===== src/rtl/aidc_lite_comp_obuf.sv =====
// Ping-pong output buffer behind the AIDC-Lite compressor: captures 8-word lines, streams them as 8-beat packets.
// Optional saturating line statistics are enabled with `define AIDC_LITE_COMP_OBUF_STAT_EN.
module aidc_lite_comp_obuf #(
   parameter int STAT_W = 16
) (
   input  logic              clk,
   input  logic              rst_n,
   input  logic              sr_valid_i,
   input  logic [2:0]        sr_addr_i,
   input  logic [63:0]       sr_data_i,
   input  logic              sr_done_i,
   input  logic              sr_fail_i,
   output logic              m_valid_o,
   input  logic              m_ready_i,
   output logic              m_sop_o,
   output logic              m_eop_o,
   output logic [63:0]       m_data_o,
   output logic              line_fail_o,
   output logic              ovf_o,
   output logic              busy_o,
   output logic [STAT_W-1:0] stat_ok_o,
   output logic [STAT_W-1:0] stat_fail_o
);

   typedef enum logic {
      RD_IDLE = 1'b0,
      RD_SEND = 1'b1
   } rd_state_e;

   // Line-capture state
   logic       done_q;
   logic       cap_q, cap_d;
   logic       drop_q, drop_d;
   logic       wr_sel_q, wr_sel_d;
   logic [1:0] full_q, full_d;
   logic       ovf_q, ovf_d;
   logic       line_fail_q, line_fail_d;

   // Read-side state
   rd_state_e  rd_state_q, rd_state_d;
   logic       rd_sel_q, rd_sel_d;
   logic [2:0] cnt_q, cnt_d;

   logic [63:0] bank_q [2][8];

   logic line_start;
   logic line_end;
   logic wr_en;
   logic commit_ok;
   logic commit_fail;
   logic commit_drop;
   logic send;
   logic beat_hs;
   logic last_hs;

   assign line_start  = done_q & ~sr_done_i;
   assign line_end    = ~done_q & sr_done_i & cap_q;
   assign wr_en       = sr_valid_i & cap_q & ~drop_q;
   assign commit_ok   = line_end & ~drop_q & ~sr_fail_i;
   assign commit_fail = line_end & ~drop_q & sr_fail_i;
   assign commit_drop = line_end & drop_q;

   assign send    = (rd_state_q == RD_SEND);
   assign beat_hs = send & m_ready_i;
   assign last_hs = beat_hs & (cnt_q == 3'd7);

   // NOTE: every always_comb variable gets a default first so no path leaves it unassigned (no latch).
   always_comb begin
      cap_d       = cap_q;
      drop_d      = drop_q;
      wr_sel_d    = wr_sel_q;
      full_d      = full_q;
      ovf_d       = ovf_q;
      line_fail_d = 1'b0;

      // full_q is the pre-edge value, so a bank being freed this cycle still forces a drop.
      if (line_start) begin
         cap_d = 1'b1;
         if (full_q[wr_sel_q]) begin
            drop_d = 1'b1;
         end
      end

      if (line_end) begin
         cap_d = 1'b0;
      end

      if (commit_drop) begin
         ovf_d  = 1'b1;
         drop_d = 1'b0;
      end

      if (commit_fail) begin
         line_fail_d = 1'b1;
      end

      if (last_hs) begin
         full_d[rd_sel_q] = 1'b0;
      end

      // Commit targets the write bank, never the bank being drained, so both updates coexist.
      if (commit_ok) begin
         full_d[wr_sel_q] = 1'b1;
         wr_sel_d         = ~wr_sel_q;
      end
   end

   always_comb begin
      rd_state_d = rd_state_q;
      rd_sel_d   = rd_sel_q;
      cnt_d      = cnt_q;

      unique case (rd_state_q)
         RD_IDLE: begin
            if (full_q[rd_sel_q]) begin
               rd_state_d = RD_SEND;
               cnt_d      = 3'd0;
            end
         end
         RD_SEND: begin
            if (beat_hs) begin
               cnt_d = cnt_q + 3'd1;
               if (cnt_q == 3'd7) begin
                  rd_sel_d   = ~rd_sel_q;
                  rd_state_d = full_q[~rd_sel_q] ? RD_SEND : RD_IDLE;
               end
            end
         end
         default: rd_state_d = RD_IDLE;
      endcase
   end

   // NOTE: sequential state uses non-blocking assignments so every register samples pre-edge values.
   always_ff @(posedge clk or negedge rst_n) begin
      if (!rst_n) begin
         done_q      <= 1'b1;
         cap_q       <= 1'b0;
         drop_q      <= 1'b0;
         wr_sel_q    <= 1'b0;
         full_q      <= 2'b00;
         ovf_q       <= 1'b0;
         line_fail_q <= 1'b0;
         rd_state_q  <= RD_IDLE;
         rd_sel_q    <= 1'b0;
         cnt_q       <= 3'd0;
      end else begin
         done_q      <= sr_done_i;
         cap_q       <= cap_d;
         drop_q      <= drop_d;
         wr_sel_q    <= wr_sel_d;
         full_q      <= full_d;
         ovf_q       <= ovf_d;
         line_fail_q <= line_fail_d;
         rd_state_q  <= rd_state_d;
         rd_sel_q    <= rd_sel_d;
         cnt_q       <= cnt_d;
      end
   end

   // NOTE: bank storage has no reset; full flags guard every read, so stale contents are never emitted.
   always_ff @(posedge clk) begin
      if (wr_en) begin
         bank_q[wr_sel_q][sr_addr_i] <= sr_data_i;
      end
   end

   // Outputs are decoded from registered state only, so m_ready_i never reaches m_valid_o.
   assign m_valid_o   = send;
   assign m_sop_o     = send & (cnt_q == 3'd0);
   assign m_eop_o     = send & (cnt_q == 3'd7);
   assign m_data_o    = send ? bank_q[rd_sel_q][cnt_q] : 64'd0;
   assign line_fail_o = line_fail_q;
   assign ovf_o       = ovf_q;
   assign busy_o      = (|full_q) | cap_q;

`ifdef AIDC_LITE_COMP_OBUF_STAT_EN
   localparam logic [STAT_W-1:0] STAT_MAX = {STAT_W{1'b1}};

   logic [STAT_W-1:0] stat_ok_q, stat_ok_d;
   logic [STAT_W-1:0] stat_fail_q, stat_fail_d;

   always_comb begin
      stat_ok_d   = stat_ok_q;
      stat_fail_d = stat_fail_q;
      if (commit_ok && (stat_ok_q != STAT_MAX)) begin
         stat_ok_d = stat_ok_q + 1'b1;
      end
      if ((commit_fail || commit_drop) && (stat_fail_q != STAT_MAX)) begin
         stat_fail_d = stat_fail_q + 1'b1;
      end
   end

   always_ff @(posedge clk or negedge rst_n) begin
      if (!rst_n) begin
         stat_ok_q   <= '0;
         stat_fail_q <= '0;
      end else begin
         stat_ok_q   <= stat_ok_d;
         stat_fail_q <= stat_fail_d;
      end
   end

   assign stat_ok_o   = stat_ok_q;
   assign stat_fail_o = stat_fail_q;
`else
   assign stat_ok_o   = '0;
   assign stat_fail_o = '0;
`endif

endmodule


===== config.mk =====
export PLATFORM = sky130hd
export DESIGN_NAME = aidc_lite_comp_obuf
export DESIGN_NICKNAME = d
export VERILOG_FILES = /design/src/rtl/aidc_lite_comp_obuf.sv
export SDC_FILE = /design/constraint.sdc
export NUM_CORES = 1
export LEC_CHECK = 0
export ABC_AREA = 0
export BUFFER_PORTS_ARGS = -buffer_cell sky130_fd_sc_hd__buf_4
export CAP_MARGIN = 25
export CORE_ASPECT_RATIO = 0.8
export CORE_MARGIN = 3
export CORE_UTILIZATION = 55
export DETAILED_ROUTE_END_ITERATION = 10
export PLACE_DENSITY = 0.78
export SKIP_LAST_GASP = 1
export SYNTH_ARGS = -nofsm -noshare
export SYNTH_HDL_FRONTEND = slang
export SYNTH_SLANG_ARGS = --single-unit
export TNS_END_PERCENT = 20

===== constraint.sdc =====
create_clock -name clk -period 7 [get_ports clk]
set_clock_uncertainty 0.1 [all_clocks]
set_input_delay 1.4 -clock clk [delete_from_list [all_inputs] [get_ports clk]]
set_output_delay 1.4 -clock clk [all_outputs]
set_load 0.005 [all_outputs]

# Word level (Yosys, flattened, before mapping)
# Memories as Yosys holds them, arrays and structs flattened.
# Cells that the tools add are included.
classes:
  magnitude_cmp: 8
  n_eq_ne: 3
  n_addsub: 1
  n_mux: 34
  n_bitwise: 26
  n_reduce_logical: 11
op_table:
  columns: ["operator", "n"]
  rows:
  - ["two-way mux 512 bit", 1]
  - ["two-way mux 64 bit", 4]
  - ["binary-select mux 64 bit (select 3 bit)", 1]
  - ["demux 64 bit (select 3 bit)", 1]
  - ["two-way mux 1 bit", 19]
  - ["bitwise AND 1 bit", 13]
  - ["greater-or-equal comparator 4 bit (second input constant)", 2]
  - ["NOT 3 -> 4 bit", 2]
  - ["NOT 1 bit", 7]
  - ["< comparator 1 x 2 -> 1 bit (second input constant)", 3]
  - ["two-way mux 3 bit", 2]
  - ["case mux 3 bit (2 select lines)", 1]
  - ["nonzero test 2 bit", 3]
  - ["< comparator 4 x 1 -> 1 bit (second input constant)", 1]
  - ["two-way mux 2 bit", 2]
  - ["AND reduction 2 bit", 2]
  - ["adder 3 x 1 -> 3 bit (second input constant)", 1]
  - ["equality test 3 bit (second input constant)", 1]
  - ["logical AND 1 bit", 3]
  - ["logical NOT 3 bit", 1]
  - ["AND reduction 3 bit", 1]
  - ["bitwise AND 2 bit", 1]
  - ["demux 1 bit (select 1 bit)", 2]
  - ["greater-or-equal comparator 1 bit (second input constant)", 2]
  - ["other kinds (7)", 7]
word_totals:
  out_inout_bits: 102
  regBits: 13
  elab_cells: 94
  ramBits: 1024
  memories: 1
memory_table:
  columns: ["name", "depth", "word_bits", "rd", "rd_ports_with_merged_regs", "wr", "line", "source"]
  rows:
  - ["bank_q", 2, 512, 1, 0, 1, "44", "logic [63:0] bank_q [2][8];"]

# Logic depth before layout (Yosys ltp)
logic_depth:
  depth_word: 9
  ltp_mapped: 8
  ltp_nobuf: 6

# Worst setup path before layout
# Ideal clock, no wire load.
synth_timing:
  path_type: "input to register"
  from: "input sr_valid_i"
  to: "memory bank_q[0][448] (netlist name), enable pin"
  setup_time_ns: 0.565
  path_stages: 3
  setup_slack_ns: 0.093
  t_arrival_ns: 6.242
  n_path_buf: 0
  required_ns: 6.335
  cell_sequence: "nand3b_1 > or3_1 > nor3_1"
synth_between:
  elab_chain_cells: 4
synth_rtl:
  columns: ["element", "line", "source"]
  rows:
  - ["start: declaration", "8", "input logic sr_valid_i,"]
  - ["bitwise AND 1 bit (2 in a row)", "58", "assign wr_en = sr_valid_i & cap_q & ~drop_q;"]
  - ["two-way mux 1 bit", "162", "if (wr_en) begin"]
  - ["two-way mux 512 bit (not written as such)", "163", "bank_q[wr_sel_q][sr_addr_i] <= sr_data_i;"]
  - ["end: declaration", "44", null]
# Every way passes these cells.

# Worst setup path after layout
layout_timing:
  from: "register cnt_q[0]"
  to: "output m_data_o[49]"
layout_between:
  elab_chain_cells: 5
layout_rtl:
  columns: ["element", "line", "source"]
  rows:
  - ["start: declaration", "42", "logic [2:0] cnt_q, cnt_d;"]
  - ["start signal: assignment", "156", "cnt_q <= cnt_d;"]
  - ["NOT 3 -> 4 bit (not written as such)", "171", "assign m_data_o = send ? bank_q[rd_sel_q][cnt_q] : 64'd0;"]
  - ["binary-select mux 64 bit (select 3 bit)", "171", null]
  - ["two-way mux 64 bit (not written as such) (2 in a row)", "171", null]
  - ["two-way mux 64 bit", "171", null]
  - ["end: declaration", "17", "output logic [63:0] m_data_o,"]
# Every way passes these cells. The select of a mux whose other input is x is not followed.

==> out/summary.txt <==
DR pass1 iterations: 5
GRT Overall Usage: 24.2%
1st-iter DRT viols: 2669
CP Capture Type: output port
Core area: 72200 sq um
CTS tree: built
Largest net degree at the start of global routing: 81
Synth unique cells: 40
Layout cell share with drive strength beyond 1: 24.4%
Share of power burned in registers: 42.1%
Power Density: 372 nW/um^2
I/O Pins: 175
Wire length per cell: 29.3 um
Post-synth EDFFs: 1024
Post-cts gate resize count: 0
Syn Inst Count: 1927
Ys flop type: edfxtp_1
Initial core utilization: 55.7%
Clk slew on worst S/H paths: 0.06 ns
Vias in the first global route: 20.5k
Crit-path cells: buf_4 -> buf_4 -> mux4_2 -> a32oi_1 -> o211ai_1 -> buf_4
Fin worst setup slack: 1.67 ns
Max Slew Vio Count: 0
Seq/Total Area, Yosys: 77.3%
Worst slew pin tran: 1.07 ns
Layout fillers: 4676
Clk pwr share: 29.6%
CTS root buffer: clkbuf_16
Hold-fix buffers, CTS: 0
Critical path type: flop to output port
Final setup violation count: 0
First-pass GRT wire length: 135 mm
Hold Path Class: flop to flop
Static Leak: 14.5 nW
YS warnings: 0
Die width: 308 um
Area growth, synth to finish: 12.8%
Max Fclk: 0.188 GHz
CP arrival: 3.83 ns
Initial antenna violation count: 5
Gr ovfl total: 0
Startpoint type of the worst setup path: flop
Post-CTS Setup Inserts: 0
Vias per std cell: 6.46
RSZ-0062 raised after global routing: false
Max-slew headroom: 28.2%
Combinational share of power: 28.3%
Async SR Flop Fraction: 1.25%
Port bufs: 142
Final WL: 91.5 mm
Peak VDD IR: 0.000280 V
Die extent in y: 248 um
Nets@finish: 2185
DRC viols: 0
Cell row count: 88
Worst path max stage delay: 0.83 ns
GP Congestion: 0.734
Psw: 0.00499 W
Synthesized flop and latch total: 1037
MaxCap Viol Count: 0
Final period util: 76.1%
Most frequent CP cell: buf_4
Worst endpoint required time: 5.50 ns
Crit path time final: 5.33 ns
Setup TNS: 0 ns
Pre-CTS WS: 2.39 ns
Slowest cell on crit path: dfrtp_4
Die area: 76400 sq um
Max Root-Sink Buffers: 3
DP Wirelength: 47.7 mm
Net Sw Frac: 29.6%
Post-route ant nets: 0
Clock Sink Count: 1037
Hold Vio Cnt, Final: 0
Synth Area per Inst: 20.9 sq um
Status: finished clean
Internal power: 0.0119 W
Buf/Inv on CP: 3
Via count: 20.2k
Inserted Clock Buffers: 95
Syn Std Cell Area: 40200 sq um
Largest fanout on the critical path: 44
CP top delay family: buffers and inverters
H-tree levels: 3
Worst skew pair latency: 0.65 ns
[cell type report]
type / instances / area (sq um) / area share (%)
Antenna cell: 3 / 7.51 / 0.0166
Clock buffer: 114 / 2480 / 5.47
Clock inverter: 53 / 543 / 1.20
Inverter: 6 / 22.5 / 0.0497
Multi-Input combinational cell: 776 / 8460 / 18.7
Sequential cell: 1037 / 31100 / 68.6
Tap cell: 945 / 1180 / 2.61
Timing Repair Buffer: 193 / 1570 / 3.46
[cells by family (layout without fill, tap and decap cells)]
kind of cell             count (synthesis)  count (layout)  share of synthesized area [%]
other                                    1              35                        0.00933
XOR/XNOR                                 2               2                         0.0436
adder cells (fa/ha/maj)                  3               3                         0.0934
buffers and inverters                  145             366                           2.31
AO/OA/AOI/OAI                          185             185                           3.44
AND/OR/NAND/NOR                        183             183                           2.14
multiplexers                           371             371                           14.7
flip-flops                            1037            1037                           77.3
[Yosys cell counts, types with 5 or more instances]
library cell | instances | area (sq um)
nor2_1 | 16 | 60.1
dfrtp_1 | 12 | 300
nand2_1 | 67 | 251
buf_6 | 22 | 248
o211ai_1 | 46 | 345
and2_1 | 5 | 31.3
mux4_2 | 175 | 3940
edfxtp_1 | 1024 | 30700
a32oi_1 | 19 | 166
clkbuf_1 | 35 | 131
nand3_1 | 60 | 300
o22ai_1 | 17 | 106
o21ai_0 | 7 | 35.0
mux2i_1 | 195 | 1950
a22oi_1 | 89 | 668
buf_4 | 48 | 360
buf_2 | 30 | 150
nand4_1 | 19 | 119
[routing by layer]
metal	vias to the layer above	share of wire, %	track usage (%)
li1	8347	-	-
met1	10500	39	34.6
met2	1166	48	38.2
met3	188	10	5.00
met4	6	2.5	7.41
met5	-	0.040	0
[layout by cell type, fill, tap and decap left out, drive strengths merged, types with 2 or more instances in the layout]
cell	n
edfxtp	1024
mux2i	195
buf	193
mux4	175
clkbuf	114
a22oi	89
nand2	67
nand3	60
o211ai	46
clkinv	43
conb	32
a32oi	19
nand4	19
o22ai	17
nor2	17
dfrtp	12
inv	8
o21ai	7
bufinv	6
and2	5
nor3	4
nor2b	4
diode	3
nand2b	3
ha	3
or3	2
a32o	2
clkinvlp	2
[power by group through the flow]
| stage | clock, W | combinational (W) | sequential, W |
|---|---|---|---|
| detailed placement | 0 | 0.00477 | 0.00723 |
| CTS | 0.00506 | 0.00482 | 0.00710 |
| floorplan | 0 | 0.00328 | 0.00708 |
| global placement | 0 | 0.00468 | 0.00722 |
| global route | 0.00530 | 0.00509 | 0.00711 |
| finish | 0.00499 | 0.00476 | 0.00710 |
[registers in the layout, summed over array words and instances, names as in the netlist]
name,flops
bank_q,1024
cap_q,1
cnt_q,3
done_q,1
drop_q,1
full_q,2
line_fail_o,1
m_valid_o,1
ovf_o,1
rd_sel_q,1
wr_sel_q,1
[stage by stage]
step           cell area (sq um)  hold slack (ns)  power, W  utilization [%]  instances
6_report                   45300            0.389    0.0169             62.8       3127
5_1_grt                    45300            0.421    0.0175             62.8       3125
4_1_cts                    45300            0.390    0.0170             62.8       3124
3_5_place_dp               42300            0.364    0.0120             58.6       2957
3_3_place_gp               42200            0.364    0.0119             58.5       2953
2_1_floorplan              40300            0.360    0.0104                -       1958
[worst paths after layout]
kind,startpoint,end,slack [ns],cells past startpoint
max,cnt_q[0],m_data_o[49],1.67,6
min,ovf_o,ovf_o,0.39,1
max reg2reg,drop_q,bank_q[1][423],3.67,5
min reg2reg,ovf_o,ovf_o,0.39,1
max in group asynchronous,rst_n,done_q,6.07,1
min in group asynchronous,rst_n,ovf_o,0.49,1
Note: power is estimated with default switching activity, not from simulation.
